[config.mk]
export PLATFORM = sky130hd
export DESIGN_NAME = e_mdu_flat
export DESIGN_NICKNAME = d
export VERILOG_FILES = /design/src/rtl/e_mdu_if.sv /design/src/rtl/e_mdu.sv /design/src/flat_wrapper.sv
export SDC_FILE = /design/constraint.sdc
export NUM_CORES = 2
export LEC_CHECK = 0
export CORE_MARGIN = 10
export CORE_UTILIZATION = 35
export DETAILED_ROUTE_END_ITERATION = 7
export GPL_TIMING_DRIVEN = 0
export HOLD_SLACK_MARGIN = 0.1
export PLACE_DENSITY = 0.6
export SETUP_SLACK_MARGIN = 0.4
export SLEW_MARGIN = 5
export SYNTH_ARGS = -nofsm -noshare
export SYNTH_HDL_FRONTEND = slang
export SYNTH_SLANG_ARGS = --single-unit
[constraint.sdc]
create_clock -name clk -period 127.5 [get_ports clk]
set_input_delay 25.5 -clock clk [delete_from_list [all_inputs] [get_ports clk]]
set_output_delay 25.5 -clock clk [all_outputs]
set_load 0.05 [all_outputs]
[src/rtl/e_mdu_if.sv]
// E-stage multiply/divide bus: operands and op code from the execute stage,
// busy/start status to the hazard unit, and mfhi/mflo read data back to E_MRegister.
interface e_mdu_if;
  // Handshake: there is no valid/ready pair. An MD op is accepted on a rising edge
  // only when Req=0 and E_Busy=0. E_Start=1 marks the edge that launches mult/div.
  // While E_Busy=1 the producer must hold MD ops (1-8) off the bus.
  // E_MDData is combinational and is meaningful for mfhi/mflo only while E_Busy=0.
  logic        Req;
  logic [3:0]  E_MDOp;
  logic [31:0] E_A;
  logic [31:0] E_B;
  logic        E_Start;
  logic        E_Busy;
  logic [31:0] E_MDData;

  modport master (
    output Req, E_MDOp, E_A, E_B,
    input  E_Start, E_Busy, E_MDData
  );

  modport slave (
    input  Req, E_MDOp, E_A, E_B,
    output E_Start, E_Busy, E_MDData
  );
endinterface

[src/rtl/e_mdu.sv]
// Multi-cycle multiply/divide unit with HI/LO registers for the E stage.
// Operands are latched at start; the result is written when the cycle counter expires.
module e_mdu #(
  parameter int MULT_CYCLES = 5,
  parameter int DIV_CYCLES  = 10
) (
  input  logic       clk,
  input  logic       reset,
  e_mdu_if.slave     md,
  output logic [0:0] dbg_state
);

  localparam int MAX_CYCLES = (MULT_CYCLES > DIV_CYCLES) ? MULT_CYCLES : DIV_CYCLES;
  localparam int CW = ($clog2(MAX_CYCLES) < 1) ? 1 : $clog2(MAX_CYCLES);
  localparam logic [CW-1:0] MULT_LAST = CW'(MULT_CYCLES - 1);
  localparam logic [CW-1:0] DIV_LAST  = CW'(DIV_CYCLES - 1);

  localparam logic [3:0] OP_MULT  = 4'd1;
  localparam logic [3:0] OP_MULTU = 4'd2;
  localparam logic [3:0] OP_DIV   = 4'd3;
  localparam logic [3:0] OP_DIVU  = 4'd4;
  localparam logic [3:0] OP_MFHI  = 4'd5;
  localparam logic [3:0] OP_MFLO  = 4'd6;
  localparam logic [3:0] OP_MTHI  = 4'd7;
  localparam logic [3:0] OP_MTLO  = 4'd8;

  typedef enum logic [0:0] {
    ST_IDLE = 1'b0,
    ST_BUSY = 1'b1
  } state_t;

  state_t        state_q, state_d;
  logic [CW-1:0] cnt_q, cnt_d;
  logic [31:0]   a_q, a_d;
  logic [31:0]   b_q, b_d;
  logic [3:0]    op_q, op_d;
  logic [31:0]   hi_q, hi_d;
  logic [31:0]   lo_q, lo_d;

  logic busy;
  logic is_calc;
  logic start;

  assign busy    = (state_q == ST_BUSY);
  assign is_calc = (md.E_MDOp >= OP_MULT) && (md.E_MDOp <= OP_DIVU);
  assign start   = is_calc && !md.Req && !busy;

  assign md.E_Start = start;
  assign md.E_Busy  = busy;
  assign dbg_state  = state_q;

  // Signed ops work on magnitudes and fix the sign afterwards, so one unsigned
  // multiplier and one unsigned divider serve both flavours. This also makes
  // 0x80000000 / -1 fall out naturally as 0x80000000 rem 0.
  logic        signed_op;
  logic        is_mul;
  logic        a_neg, b_neg;
  logic [31:0] mag_a, mag_b;
  logic [63:0] prod_mag, prod;
  logic [31:0] div_den;
  logic [31:0] quo_mag, rem_mag;
  logic [31:0] quo, rem;
  logic        div_zero;

  always_comb begin
    signed_op = (op_q == OP_MULT) || (op_q == OP_DIV);
    is_mul    = (op_q == OP_MULT) || (op_q == OP_MULTU);
    a_neg     = signed_op && a_q[31];
    b_neg     = signed_op && b_q[31];
    mag_a     = a_neg ? (32'd0 - a_q) : a_q;
    mag_b     = b_neg ? (32'd0 - b_q) : b_q;
    prod_mag  = {32'd0, mag_a} * {32'd0, mag_b};
    prod      = (a_neg ^ b_neg) ? (64'd0 - prod_mag) : prod_mag;
    div_zero  = (b_q == 32'd0);
    // Divider sees 1 instead of 0; the result is discarded in that case anyway.
    div_den   = div_zero ? 32'd1 : mag_b;
    quo_mag   = mag_a / div_den;
    rem_mag   = mag_a % div_den;
    quo       = (a_neg ^ b_neg) ? (32'd0 - quo_mag) : quo_mag;
    rem       = a_neg ? (32'd0 - rem_mag) : rem_mag;
  end

  always_comb begin
    state_d = state_q;
    cnt_d   = cnt_q;
    a_d     = a_q;
    b_d     = b_q;
    op_d    = op_q;
    hi_d    = hi_q;
    lo_d    = lo_q;
    case (state_q)
      ST_IDLE: begin
        if (start) begin
          a_d     = md.E_A;
          b_d     = md.E_B;
          op_d    = md.E_MDOp;
          cnt_d   = ((md.E_MDOp == OP_MULT) || (md.E_MDOp == OP_MULTU)) ? MULT_LAST : DIV_LAST;
          state_d = ST_BUSY;
        end else if (!md.Req) begin
          if (md.E_MDOp == OP_MTHI) hi_d = md.E_A;
          if (md.E_MDOp == OP_MTLO) lo_d = md.E_A;
        end
      end
      ST_BUSY: begin
        // Req does not reach here: the in-flight op belongs to a committed instruction.
        if (cnt_q != '0) begin
          cnt_d = cnt_q - CW'(1);
        end else begin
          state_d = ST_IDLE;
          if (is_mul) begin
            hi_d = prod[63:32];
            lo_d = prod[31:0];
          end else if (!div_zero) begin
            hi_d = rem;
            lo_d = quo;
          end
        end
      end
      default: state_d = ST_IDLE;
    endcase
  end

  always_ff @(posedge clk) begin
    if (reset) begin
      state_q <= ST_IDLE;
      cnt_q   <= '0;
      a_q     <= '0;
      b_q     <= '0;
      op_q    <= '0;
      hi_q    <= '0;
      lo_q    <= '0;
    end else begin
      state_q <= state_d;
      cnt_q   <= cnt_d;
      a_q     <= a_d;
      b_q     <= b_d;
      op_q    <= op_d;
      hi_q    <= hi_d;
      lo_q    <= lo_d;
    end
  end

  always_comb begin
    md.E_MDData = 32'd0;
    case (md.E_MDOp)
      OP_MFHI: md.E_MDData = hi_q;
      OP_MFLO: md.E_MDData = lo_q;
      default: md.E_MDData = 32'd0;
    endcase
  end

endmodule

[src/flat_wrapper.sv]
// flat-port wrapper written by rule: the top's interface ports become plain ports
module e_mdu_flat 
#(
  parameter int MULT_CYCLES = 5,
  parameter int DIV_CYCLES  = 10
)
  (clk, reset, dbg_state, md_Req, md_E_MDOp, md_E_A, md_E_B, md_E_Start, md_E_Busy, md_E_MDData);
  e_mdu_if md_i ();
  input  logic clk;
  input  logic reset;
  output logic [0:0] dbg_state;
  input wire logic [$bits(md_i.Req)-1:0] md_Req;
  input wire logic [$bits(md_i.E_MDOp)-1:0] md_E_MDOp;
  input wire logic [$bits(md_i.E_A)-1:0] md_E_A;
  input wire logic [$bits(md_i.E_B)-1:0] md_E_B;
  output wire logic [$bits(md_i.E_Start)-1:0] md_E_Start;
  output wire logic [$bits(md_i.E_Busy)-1:0] md_E_Busy;
  output wire logic [$bits(md_i.E_MDData)-1:0] md_E_MDData;
  assign md_i.Req = md_Req;
  assign md_i.E_MDOp = md_E_MDOp;
  assign md_i.E_A = md_E_A;
  assign md_i.E_B = md_E_B;
  assign md_E_Start = md_i.E_Start;
  assign md_E_Busy = md_i.E_Busy;
  assign md_E_MDData = md_i.E_MDData;
  e_mdu #(.MULT_CYCLES(MULT_CYCLES), .DIV_CYCLES(DIV_CYCLES)) u_core (.clk(clk), .reset(reset), .md(md_i), .dbg_state(dbg_state));
endmodule
==> impl_metrics.json <==
{
  "period_share_pct": 97.5,
  "synth_edf_count": 0,
  "die_h_um": 485,
  "crit_slowest_cell": "o31ai_1",
  "overflow": 0,
  "grt_pass1_vias": 80000,
  "ant_nets": 0,
  "fmax_mhz": 8.05,
  "final.min_clock_period_ns": 124.29,
  "layout_commonest_cell": "nand2_1",
  "first_iter_violations": 10400,
  "ys_seq_area_share_pct": 3.62,
  "cp.required_ns": 127.82,
  "dieArea_sq_mm": 0.235,
  "synthFlopType": "dfxtp_1",
  "syn-instance-count": 10300,
  "cp.arrival_ns": 124.61,
  "setup-violations-final": 0,
  "grt_first_pass_wirelength_mm": 626,
  "dpl-instance-area_sq_mm": 0.0818,
  "io_buffers": 104,
  "cts_tree": "done",
  "core_region_area_sq_mm": 0.215,
  "relSlewSlack_pct": -8.91,
  "grt_use_total_pct": 37.0,
  "ys_types": 123,
  "drive_gt1_share_pct": 4.74,
  "cts_max_path_buffers": 2,
  "grt_setup_unrepaired": "no",
  "grt_max_degree": 34,
  "path_clk_slew_ns": 0.07,
  "critPathLaunch": "u_core.a_q[0]",
  "num_vias": 82800,
  "critPathLaunchType": "flop",
  "hold_violations": 0,
  "final-max-slew-violation-count": 72,
  "min-delay-start": "u_core.lo_q[5]",
  "drt_first_pass_iters": 7,
  "cp_max_fo": 11,
  "fillers": 22800,
  "cts.sinks": 137,
  "postCtsSetupBuffers": 0,
  "stdcell_area_sq_mm": 0.0826,
  "yosysTopAreaCellShare_pct": 23.7,
  "synthToLayoutAreaGrowth_pct": 9.20,
  "failed_checks": "capacitance limit, slew limit",
  "critical-path-max-stage-delay_ns": 1.36,
  "synth_fp_nets": 12000,
  "yosys.area.top_type": "fa_1",
  "maxCapViolations": 8,
  "r2r_start": "u_core.a_q[0]",
  "hold_path_class": "reg2reg",
  "syn-mean-instance-area_sq_um": 7.38,
  "synth_seq_cells": 137,
  "cts_root_buf": "clkbuf_16",
  "cts_buffers": 17,
  "detailed_place_hpwl_mm": 380,
  "fin_skew_ns": 0.0237,
  "cts_max_level": 4,
  "status": "finished with violations",
  "route.detailed.drc": 0,
  "num_io_pins": 106,
  "yosys-top-cells-area": "fa_1 (24%), ha_1 (13%), nand2_1 (7.7%), inv_1 (5.9%), nor2_1 (5.0%)",
  "holdBufCountCts": 0,
  "syn_area_sq_mm": 0.0757,
  "antenna_found_initial": 44,
  "crit_top_cell": "clkbuf_1",
  "worstSkewPairLatency_ns": 0.47,
  "initial_core_util_pct": 35.2,
  "layout.nets": 12200,
  "layout_common_cells": "nand2_1 (1546), inv_1 (1168), nor2_1 (997), fa_1 (897), ha_1 (799)",
  "drt-wirelength-per-cell_um": 34.2,
  "drt-total-wl_mm": 455,
  "fp.dieW_um": 485,
  "placementRows": 170,
  "crit_path_end_kind": "flop",
  "worstMarginPinSlew_ns": 1.62,
  "routed_via_density": 6.22,
  "criticalPathCategory": "reg2reg",
  "synth_warnings": 0,
  "place.gp.congestion": 1.05,
  "synth-async-reset-ratio_pct": 0
}
## cell usage after synthesis (33+ instances only)
cell type,instances
clkbuf_1,372
xnor2_1,364
a21oi_1,677
a21o_1,170
nor2_1,1000
a211oi_1,103
o31ai_1,67
xor2_1,224
nor4_1,65
and2_1,47
nand3_1,186
ha_1,799
o21ai_0,411
o21a_1,165
o211ai_1,99
fa_1,897
a31oi_1,117
or3_1,80
nand2b_1,60
o21bai_1,48
and3_1,67
nor2b_1,54
a311oi_1,44
nor3_1,224
inv_1,1186
buf_1,56
mux2i_1,33
dfxtp_1,137
mux2_2,47
a22o_1,48
or2_2,64
nand2_1,1546
nand4_1,103
## cell type report
class                           count  area (sq um)  area share, %
Clock buffer                       24           492          0.595
Multi-Input combinational cell   8440         67100           81.2
Buffer                            466          1940           2.35
Antenna cell                       17          42.5         0.0515
Inverter                         1212          4580           5.54
Timing Repair Buffer              172          2160           2.62
Clock inverter                      7          67.6         0.0818
Sequential cell                   137          2740           3.32
Tap cell                         2838          3550           4.30
## layer usage
| metal | vias up | GRT usage [%] | part of all wire [%] |
|---|---|---|---|
| met4 | 30 | 21.2 | 7.2 |
| met2 | 5042 | 54.9 | 41 |
| met1 | 41300 | 48.6 | 40 |
| met3 | 1079 | 9.48 | 11 |
| li1 | 35400 | - | - |
| met5 | - | 0 | 0.045 |
## critical path: cells and delay by family, from the launching register on
kind,cells,cell delay (ns)
compound gates,139,44.96
mux,9,3.84
buf+inv,68,31.65
fa+ha+maj,33,12.41
xor+xnor,1,0.53
simple gates,92,29.94
flops,1,0.30
## sequential cells by signal (all words and copies together), names as in the netlist
name              cells
u_core.dbg_state      1
u_core.cnt_q          4
u_core.b_q           32
u_core.a_q           32
u_core.lo_q          32
u_core.op_q           4
u_core.hi_q          32
## final timing paths
check	endpoint	slack, ns	depth (start not counted)
max	u_core.lo_q[28]	3.21	342
min	u_core.lo_q[5]	0.46	2
min reg2reg	u_core.lo_q[5]	0.46	2
max reg2reg	u_core.lo_q[28]	3.21	342
## repair_timing
action | CTS | global route
gates resized for setup | 1 | 70
pin swaps | 0 | 0
endpoints found under the setup margin | 2 | 64
## per-stage QoR
step	TNS, ns	setup WS, ns	util (%)	hold slack, ns	instances
5_1_grt	0	0.399	38.4	0.482	13300
6_report	0	3.21	38.5	0.457	13300
3_5_place_dp	0	0.481	38.1	0.451	13300
3_3_place_gp	-173.94	-4.90	37.4	0.438	13200
4_1_cts	0	0.422	38.3	0.459	13300
2_1_floorplan	0	47.82	-	0.426	10300
## logic make-up (layout without fill, tap and decap cells)
kind of cell    Yosys count  in the layout  share of synthesized area [%]
simple gates           3656           3656                           21.8
compound gates         2418           2418                           21.2
other cells               0             17                              0
buf+inv                1678           1881                           8.47
flops                   137            137                           3.62
xor+xnor                589            589                           6.83
fa+ha+maj              1696           1696                           36.9
mux                      81             81                           1.17
Power is not shown: default switching activity piles up to over one toggle a cycle in this logic, so the estimate is an artifact.
